===== src/rtl/array_sum_engine_pkg.sv =====
// Shared types and default sizing for the sum-of-array read engine.
package array_sum_pkg;

  localparam int ADDR_W_DEF = 10;
  localparam int DATA_W_DEF = 32;
  localparam int LEN_W_DEF  = 9;
  localparam int RD_LAT_DEF = 2;

  typedef enum logic [1:0] {
    IDLE,
    ISSUE,
    DRAIN,
    DONE
  } state_t;

endpackage


===== src/rtl/array_sum_engine_if.sv =====
// Block RAM read port: the engine drives enable/address, the RAM returns data.
interface array_sum_engine_if
  import array_sum_pkg::*;
#(
  parameter int ADDR_W = ADDR_W_DEF,
  parameter int DATA_W = DATA_W_DEF
);

  logic              read_en;
  logic [ADDR_W-1:0] read_addr;
  logic [DATA_W-1:0] read_val;

  modport master (output read_en, output read_addr, input read_val);
  modport slave  (input read_en, input read_addr, output read_val);

endinterface


===== src/rtl/array_sum_engine_lat_valid_pipe.sv =====
// Valid tracker for a fixed-latency read port: bit i is high when the read
// issued i+1 cycles ago is in flight; the top bit marks data valid now.
module lat_valid_pipe
  import array_sum_pkg::*;
#(
  parameter int DEPTH = RD_LAT_DEF
) (
  input  logic             clk,
  input  logic             clr_n,
  input  logic             vld_in,
  output logic [DEPTH-1:0] vld_pipe
);

  // Shift the issue strobe down the pipe; clearing drops in-flight reads.
  always_ff @(posedge clk) begin
    if (!clr_n) begin
      vld_pipe <= '0;
    end else begin
      vld_pipe[0] <= vld_in;
      for (int i = 1; i < DEPTH; i++) vld_pipe[i] <= vld_pipe[i-1];
    end
  end

endmodule


===== src/rtl/array_sum_engine.sv =====
// Streams len words from the block RAM starting at byte address base and
// accumulates them into a DATA_W-bit sum, pulsing done when final.
// Optional: define ARRAY_SUM_OVF_EN to add a sticky carry-out flag 'ovf'.
module array_sum_engine
  import array_sum_pkg::*;
#(
  parameter int ADDR_W = ADDR_W_DEF,
  parameter int DATA_W = DATA_W_DEF,
  parameter int LEN_W  = LEN_W_DEF,
  parameter int RD_LAT = RD_LAT_DEF
) (
  input  logic               clk,
  input  logic               rst_n,
  input  logic               start,
  input  logic [ADDR_W-1:0]  base,
  input  logic [LEN_W-1:0]   len,
  array_sum_engine_if.master rd,
  output logic               busy,
  output logic               done,
  output logic [DATA_W-1:0]  sum
`ifdef ARRAY_SUM_OVF_EN
  ,
  output logic               ovf
`endif
);

  // Every stage except the last; when these are clear the final word is
  // landing this cycle, so DONE can follow directly.
  localparam logic [RD_LAT-1:0] LOW_MASK = {RD_LAT{1'b1}} >> 1;

  state_t             state;
  logic               read_en_q;
  logic [ADDR_W-1:0]  read_addr_q;
  logic [LEN_W-1:0]   left;
  logic [RD_LAT-1:0]  vld_pipe;
  logic               acc_en;

  assign rd.read_en   = read_en_q;
  assign rd.read_addr = read_addr_q;
  assign acc_en       = vld_pipe[RD_LAT-1];

`ifdef ARRAY_SUM_OVF_EN
  logic [DATA_W:0] acc_full;
  assign acc_full = {1'b0, sum} + {1'b0, rd.read_val};
`else
  logic [DATA_W-1:0] acc_nxt;
  assign acc_nxt = sum + rd.read_val;
`endif

  lat_valid_pipe #(.DEPTH(RD_LAT)) u_vld (
    .clk      (clk),
    .clr_n    (rst_n),
    .vld_in   (read_en_q),
    .vld_pipe (vld_pipe)
  );

  // Sequencer FSM with registered RAM controls plus the accumulator.
  always_ff @(posedge clk) begin
    if (!rst_n) begin
      state       <= IDLE;
      read_en_q   <= 1'b0;
      read_addr_q <= '0;
      left        <= '0;
      busy        <= 1'b0;
      done        <= 1'b0;
      sum         <= '0;
`ifdef ARRAY_SUM_OVF_EN
      ovf         <= 1'b0;
`endif
    end else begin
      // Pipe is always empty in IDLE, so this never collides with the clear.
      if (acc_en) begin
`ifdef ARRAY_SUM_OVF_EN
        sum <= acc_full[DATA_W-1:0];
        if (acc_full[DATA_W]) ovf <= 1'b1;
`else
        sum <= acc_nxt;
`endif
      end

      case (state)
        IDLE: begin
          if (start) begin
            sum  <= '0;
            busy <= 1'b1;
`ifdef ARRAY_SUM_OVF_EN
            ovf  <= 1'b0;
`endif
            if (len != '0) begin
              state       <= ISSUE;
              read_en_q   <= 1'b1;
              read_addr_q <= base;
              left        <= len - 1'b1;
            end else begin
              state <= DONE;
              done  <= 1'b1;
            end
          end
        end
        ISSUE: begin
          if (left == '0) begin
            read_en_q <= 1'b0;
            state     <= DRAIN;
          end else begin
            // Byte address wraps naturally at 2^ADDR_W.
            read_addr_q <= read_addr_q + ADDR_W'(4);
            left        <= left - 1'b1;
          end
        end
        DRAIN: begin
          if ((vld_pipe & LOW_MASK) == '0) begin
            state <= DONE;
            done  <= 1'b1;
          end
        end
        DONE: begin
          done  <= 1'b0;
          busy  <= 1'b0;
          state <= IDLE;
        end
        default: state <= IDLE;
      endcase
    end
  end

endmodule


===== src/flat_wrapper.sv =====
// flat-port wrapper written by rule: the top's interface ports become plain ports
module array_sum_engine_flat import array_sum_pkg::*;
#(
  parameter int ADDR_W = ADDR_W_DEF,
  parameter int DATA_W = DATA_W_DEF,
  parameter int LEN_W  = LEN_W_DEF,
  parameter int RD_LAT = RD_LAT_DEF
)
  (clk, rst_n, start, base, len, busy, done, sum, rd_read_en, rd_read_addr, rd_read_val);
  array_sum_engine_if #(.ADDR_W(ADDR_W), .DATA_W(DATA_W)) rd_i ();
  input  logic clk;
  input  logic rst_n;
  input  logic start;
  input  logic [ADDR_W-1:0] base;
  input  logic [LEN_W-1:0] len;
  output logic busy;
  output logic done;
  output logic [DATA_W-1:0] sum;
  output wire logic [$bits(rd_i.read_en)-1:0] rd_read_en;
  output wire logic [$bits(rd_i.read_addr)-1:0] rd_read_addr;
  input wire logic [$bits(rd_i.read_val)-1:0] rd_read_val;
  assign rd_read_en = rd_i.read_en;
  assign rd_read_addr = rd_i.read_addr;
  assign rd_i.read_val = rd_read_val;
  array_sum_engine #(.ADDR_W(ADDR_W), .DATA_W(DATA_W), .LEN_W(LEN_W), .RD_LAT(RD_LAT)) u_core (.clk(clk), .rst_n(rst_n), .start(start), .base(base), .len(len), .rd(rd_i), .busy(busy), .done(done), .sum(sum));
endmodule

===== config.mk =====
export PLATFORM = sky130hd
export DESIGN_NAME = array_sum_engine_flat
export DESIGN_NICKNAME = d
export VERILOG_FILES = /design/src/rtl/array_sum_engine_pkg.sv /design/src/rtl/array_sum_engine_if.sv /design/src/rtl/array_sum_engine_lat_valid_pipe.sv /design/src/rtl/array_sum_engine.sv /design/src/flat_wrapper.sv
export SDC_FILE = /design/constraint.sdc
export NUM_CORES = 1
export LEC_CHECK = 0
export BUFFER_PORTS_ARGS = -buffer_cell sky130_fd_sc_hd__buf_2
export CORE_ASPECT_RATIO = 1.4
export CORE_UTILIZATION = 55
export CTS_CLUSTER_SIZE = 40
export DETAILED_ROUTE_END_ITERATION = 7
export GPL_ROUTABILITY_DRIVEN = 0
export HOLD_SLACK_MARGIN = 0.03
export PLACE_DENSITY = 0.9
export REMOVE_ABC_BUFFERS = 1
export SLEW_MARGIN = 15
export SYNTH_ARGS = -nofsm -noshare
export SYNTH_HDL_FRONTEND = slang
export SYNTH_SLANG_ARGS = --single-unit

===== constraint.sdc =====
create_clock -name clk -period 3.3 [get_ports clk]
set_input_delay 0.495 -clock clk [delete_from_list [all_inputs] [get_ports clk]]
set_output_delay 0.495 -clock clk [all_outputs]
set_load 0.005 [all_outputs]

==> impl_metrics.json <==
{
  "dr.pass1.iters": 5,
  "drt_iter0_markers": 427,
  "synthMuxAreaShare_pct": 4.95,
  "cts.reportedPaths.clkPinSlew_ns": 0.06,
  "ys_seq_area_share_pct": 25.9,
  "die_w_um": 78.3,
  "layout_commonest_cell": "buf_2",
  "via_count": 4795,
  "p_seq_share_pct": 31.3,
  "fin_skew_ns": 0.0114,
  "holdCritPathClass": "input port to flip-flop",
  "wl_met2_mm": 5.96,
  "postSynthAreaPerCell_um2": 7.75,
  "drc_errors": 0,
  "setup_viol": 0,
  "start_kind": "flip-flop",
  "synthArstFlopShare_pct": 0,
  "crit_path_end_kind": "flip-flop",
  "power_density_nw_per_um2": 599,
  "path_class": "flip-flop to flip-flop",
  "grt_overflow_total": 0,
  "fin_nets": 759,
  "area_delta_synth_final_pct": 16.9,
  "total_power_mw": 3.14,
  "finalMaxSlewViolations": 0,
  "fin_crit_ns": 2.79,
  "synth_fa_ha_area_share_pct": 10.8,
  "p_switching_mw": 1.29,
  "dp_hpwl_mm": 8.75,
  "cp_slowest_cell": "ha_1",
  "antenna_found_initial": 0,
  "cap_violations": 0,
  "path_delay_family": "adder cells",
  "wl_per_cell_um": 15.1,
  "yosys_most_used_dff": "dfxtp_1",
  "synth-xor-area-share_pct": 4.11,
  "syn-instance-count": 578,
  "place_ws_ns": 0.316,
  "rows": 38,
  "max_freq_mhz": 359,
  "status": "finished, final reports clean",
  "cts_sinks": 58,
  "cp_max_fo": 16,
  "hold_violations": 0,
  "dpl-instance-area_um2": 5040,
  "grt_setup_unrepaired": "false",
  "grt_max_degree": 23,
  "setup_tns_ns": 0,
  "htreeDepth": 3,
  "ys_warn_count": 0,
  "clk_path_buf_depth": 2,
  "fin_ws_ns": 0.514,
  "grt_pass1_vias": 4594,
  "drt-vias-per-instance": 6.21,
  "pwr-share-comb_pct": 47.4,
  "slowest_delay_ns": 0.52,
  "slew_headroom_pct": 49.6,
  "cts_resized": 0,
  "coreArea_um2": 7800,
  "syn-cell-area_um2": 4480,
  "crit_arrival_ns": 3.07,
  "drive_above_1_share_pct": 19.6,
  "tightest_slew_ns": 0.756,
  "met1_length_mm": 4.58,
  "portBuffers": 98,
  "cts_root_buffer": "clkbuf_8",
  "grt_use_total_pct": 28.1,
  "clk_latency_ns": 0.35,
  "irDropWorstVdd_v": 0.000593,
  "p_sw_share_pct": 41.1,
  "cts_setup_buffers": 0,
  "p_clk_share_pct": 21.3,
  "cts_tree": "built",
  "die_h_um": 109,
  "synth_edf_count": 0,
  "yosys.area_share.simple_pct": 21.9,
  "intPower_mw": 1.85,
  "final_antenna_net_count": 0,
  "cts_inserted_buffers": 9,
  "cp.required_ns": 3.59,
  "dr_wl_met3_um": 703,
  "r2r_slack_ns": 0.51,
  "die_area_um2": 8510,
  "mostFrequentLayoutCells": "buf_2, dfxtp_1, a21oi_1",
  "ys_seq_elements": 58,
  "yosysUniqueCellTypes": 65,
  "diodes": 0,
  "io_pins": 99,
  "p_leak_nw": 2.47,
  "synth_compound_area_share_pct": 28.1,
  "crit_buf_inv": 1,
  "start_util_pct": 57.4,
  "path_cells": "inv_1 -> ha_1 -> nor2b_1 -> a21oi_1 -> ha_1 -> o21ai_1 -> or2_1 -> nor2_1 -> xor2_1 -> nor2_1 -> a31oi_1 -> o221a_2",
  "top_layer": "met4",
  "wl_mm": 11.7,
  "fin_area_um2": 5240,
  "cts_hold_repair.buffers": 0,
  "finalCritPeriodShare_pct": 84.4,
  "grt_pass1_wl_mm": 19.4,
  "synth_top_family_by_area": "compound AO/OA/AOI/OAI gates"
}
-- final cells by class --
type,count,area (um2)
tap,100,125
sequential,58,1160
fill,643,2560
clock inverter,2,35.0
multi-input combinational,471,3130
clock buffer,14,163
timing repair buffer,105,543
inverter,22,82.6
-- cells in the mapped netlist, drive strengths merged, types with 2 or more instances --
cell type / count / area share, %
or3: 5 / 0.70
a31oi: 11 / 1.7
nor3b: 3 / 0.50
xnor2: 12 / 2.3
clkbuf: 19 / 1.6
nor2b: 6 / 0.84
dfxtp: 58 / 26
a211oi: 6 / 1.2
xor2: 9 / 1.8
nand3b: 2 / 0.34
o21bai: 6 / 1.0
or2: 4 / 0.56
o22ai: 9 / 1.3
a21boi: 6 / 1.0
mux2i: 21 / 4.7
o211ai: 3 / 0.50
o21a: 8 / 1.3
o21ai: 42 / 4.8
inv: 22 / 1.8
nand3: 23 / 2.6
a21oi: 57 / 6.6
nand2b: 2 / 0.28
nor2: 51 / 4.3
nor3: 19 / 2.1
a32o: 3 / 0.67
nand2: 42 / 3.5
and3: 9 / 1.3
o211a: 4 / 0.89
ha: 37 / 10
nor4: 2 / 0.28
nand4: 8 / 1.1
and2: 13 / 1.8
buf: 8 / 0.81
and4: 4 / 0.78
a21o: 22 / 3.7
-- worst min-delay path, delay by kind of cell --
kind | cells | cell delay (ns)
buf+inv | 1 | 0.09
simple gates | 1 | 0.04
compound gates | 1 | 0.07
-- flip-flops by register name, summed over array words and instances (netlist names) --
| name | count |
|---|---|
| u_core.done | 1 |
| u_core.left | 9 |
| u_core.sum | 32 |
| u_core.rd.read_addr | 10 |
| u_core.state | 2 |
| u_core.busy | 1 |
| u_core.rd.read_en | 1 |
| u_core.u_vld.vld_pipe | 2 |
-- cell families (layout without fill, tap and decap cells) --
logic type / count (synthesis) / count (layout)
AO/OA/AOI/OAI: 192 / 192
XOR/XNOR: 21 / 21
adder cells (fa/ha/maj): 38 / 38
buffers and inverters: 49 / 143
flip-flops: 58 / 58
multiplexers: 22 / 22
AND/OR/NAND/NOR: 198 / 198
-- power groups by stage --
stage | clock network [mW] | registers, mW | logic (mW)
4_1_cts | 0.679 | 0.976 | 1.47
5_1_grt | 0.712 | 0.999 | 1.67
6_report | 0.670 | 0.982 | 1.49
3_3_place_gp | 0 | 0.978 | 1.40
2_1_floorplan | 0 | 0.976 | 1.04
3_5_place_dp | 0 | 0.990 | 1.46
-- metrics by stage --
stage,util [%],cells,hold WS [ns]
3_3_place_gp,64.6,756,0.459
2_1_floorplan,-,551,0.453
4_1_cts,67.2,772,0.404
6_report,67.2,772,0.409
3_5_place_dp,64.6,756,0.472
5_1_grt,67.2,772,0.415
-- path summary, 6_finish.rpt --
check                       start                      to  cells after the start
hold / removal            base[0]  u_core.rd.read_addr[0]                      3
hold reg to reg    u_core.sum[31]          u_core.sum[31]                      2
setup / recovery  u_core.state[1]          u_core.left[8]                     12
setup reg to reg  u_core.state[1]          u_core.left[8]                     12
-- metal layers --
layer,vias to the layer above,GRT usage [%]
met1,2229,28.7
met2,211,52.4
li1,2307,-
met5,-,0
met4,0,16.7
met3,48,5.69
Note: power is estimated with default switching activity, not from simulation.
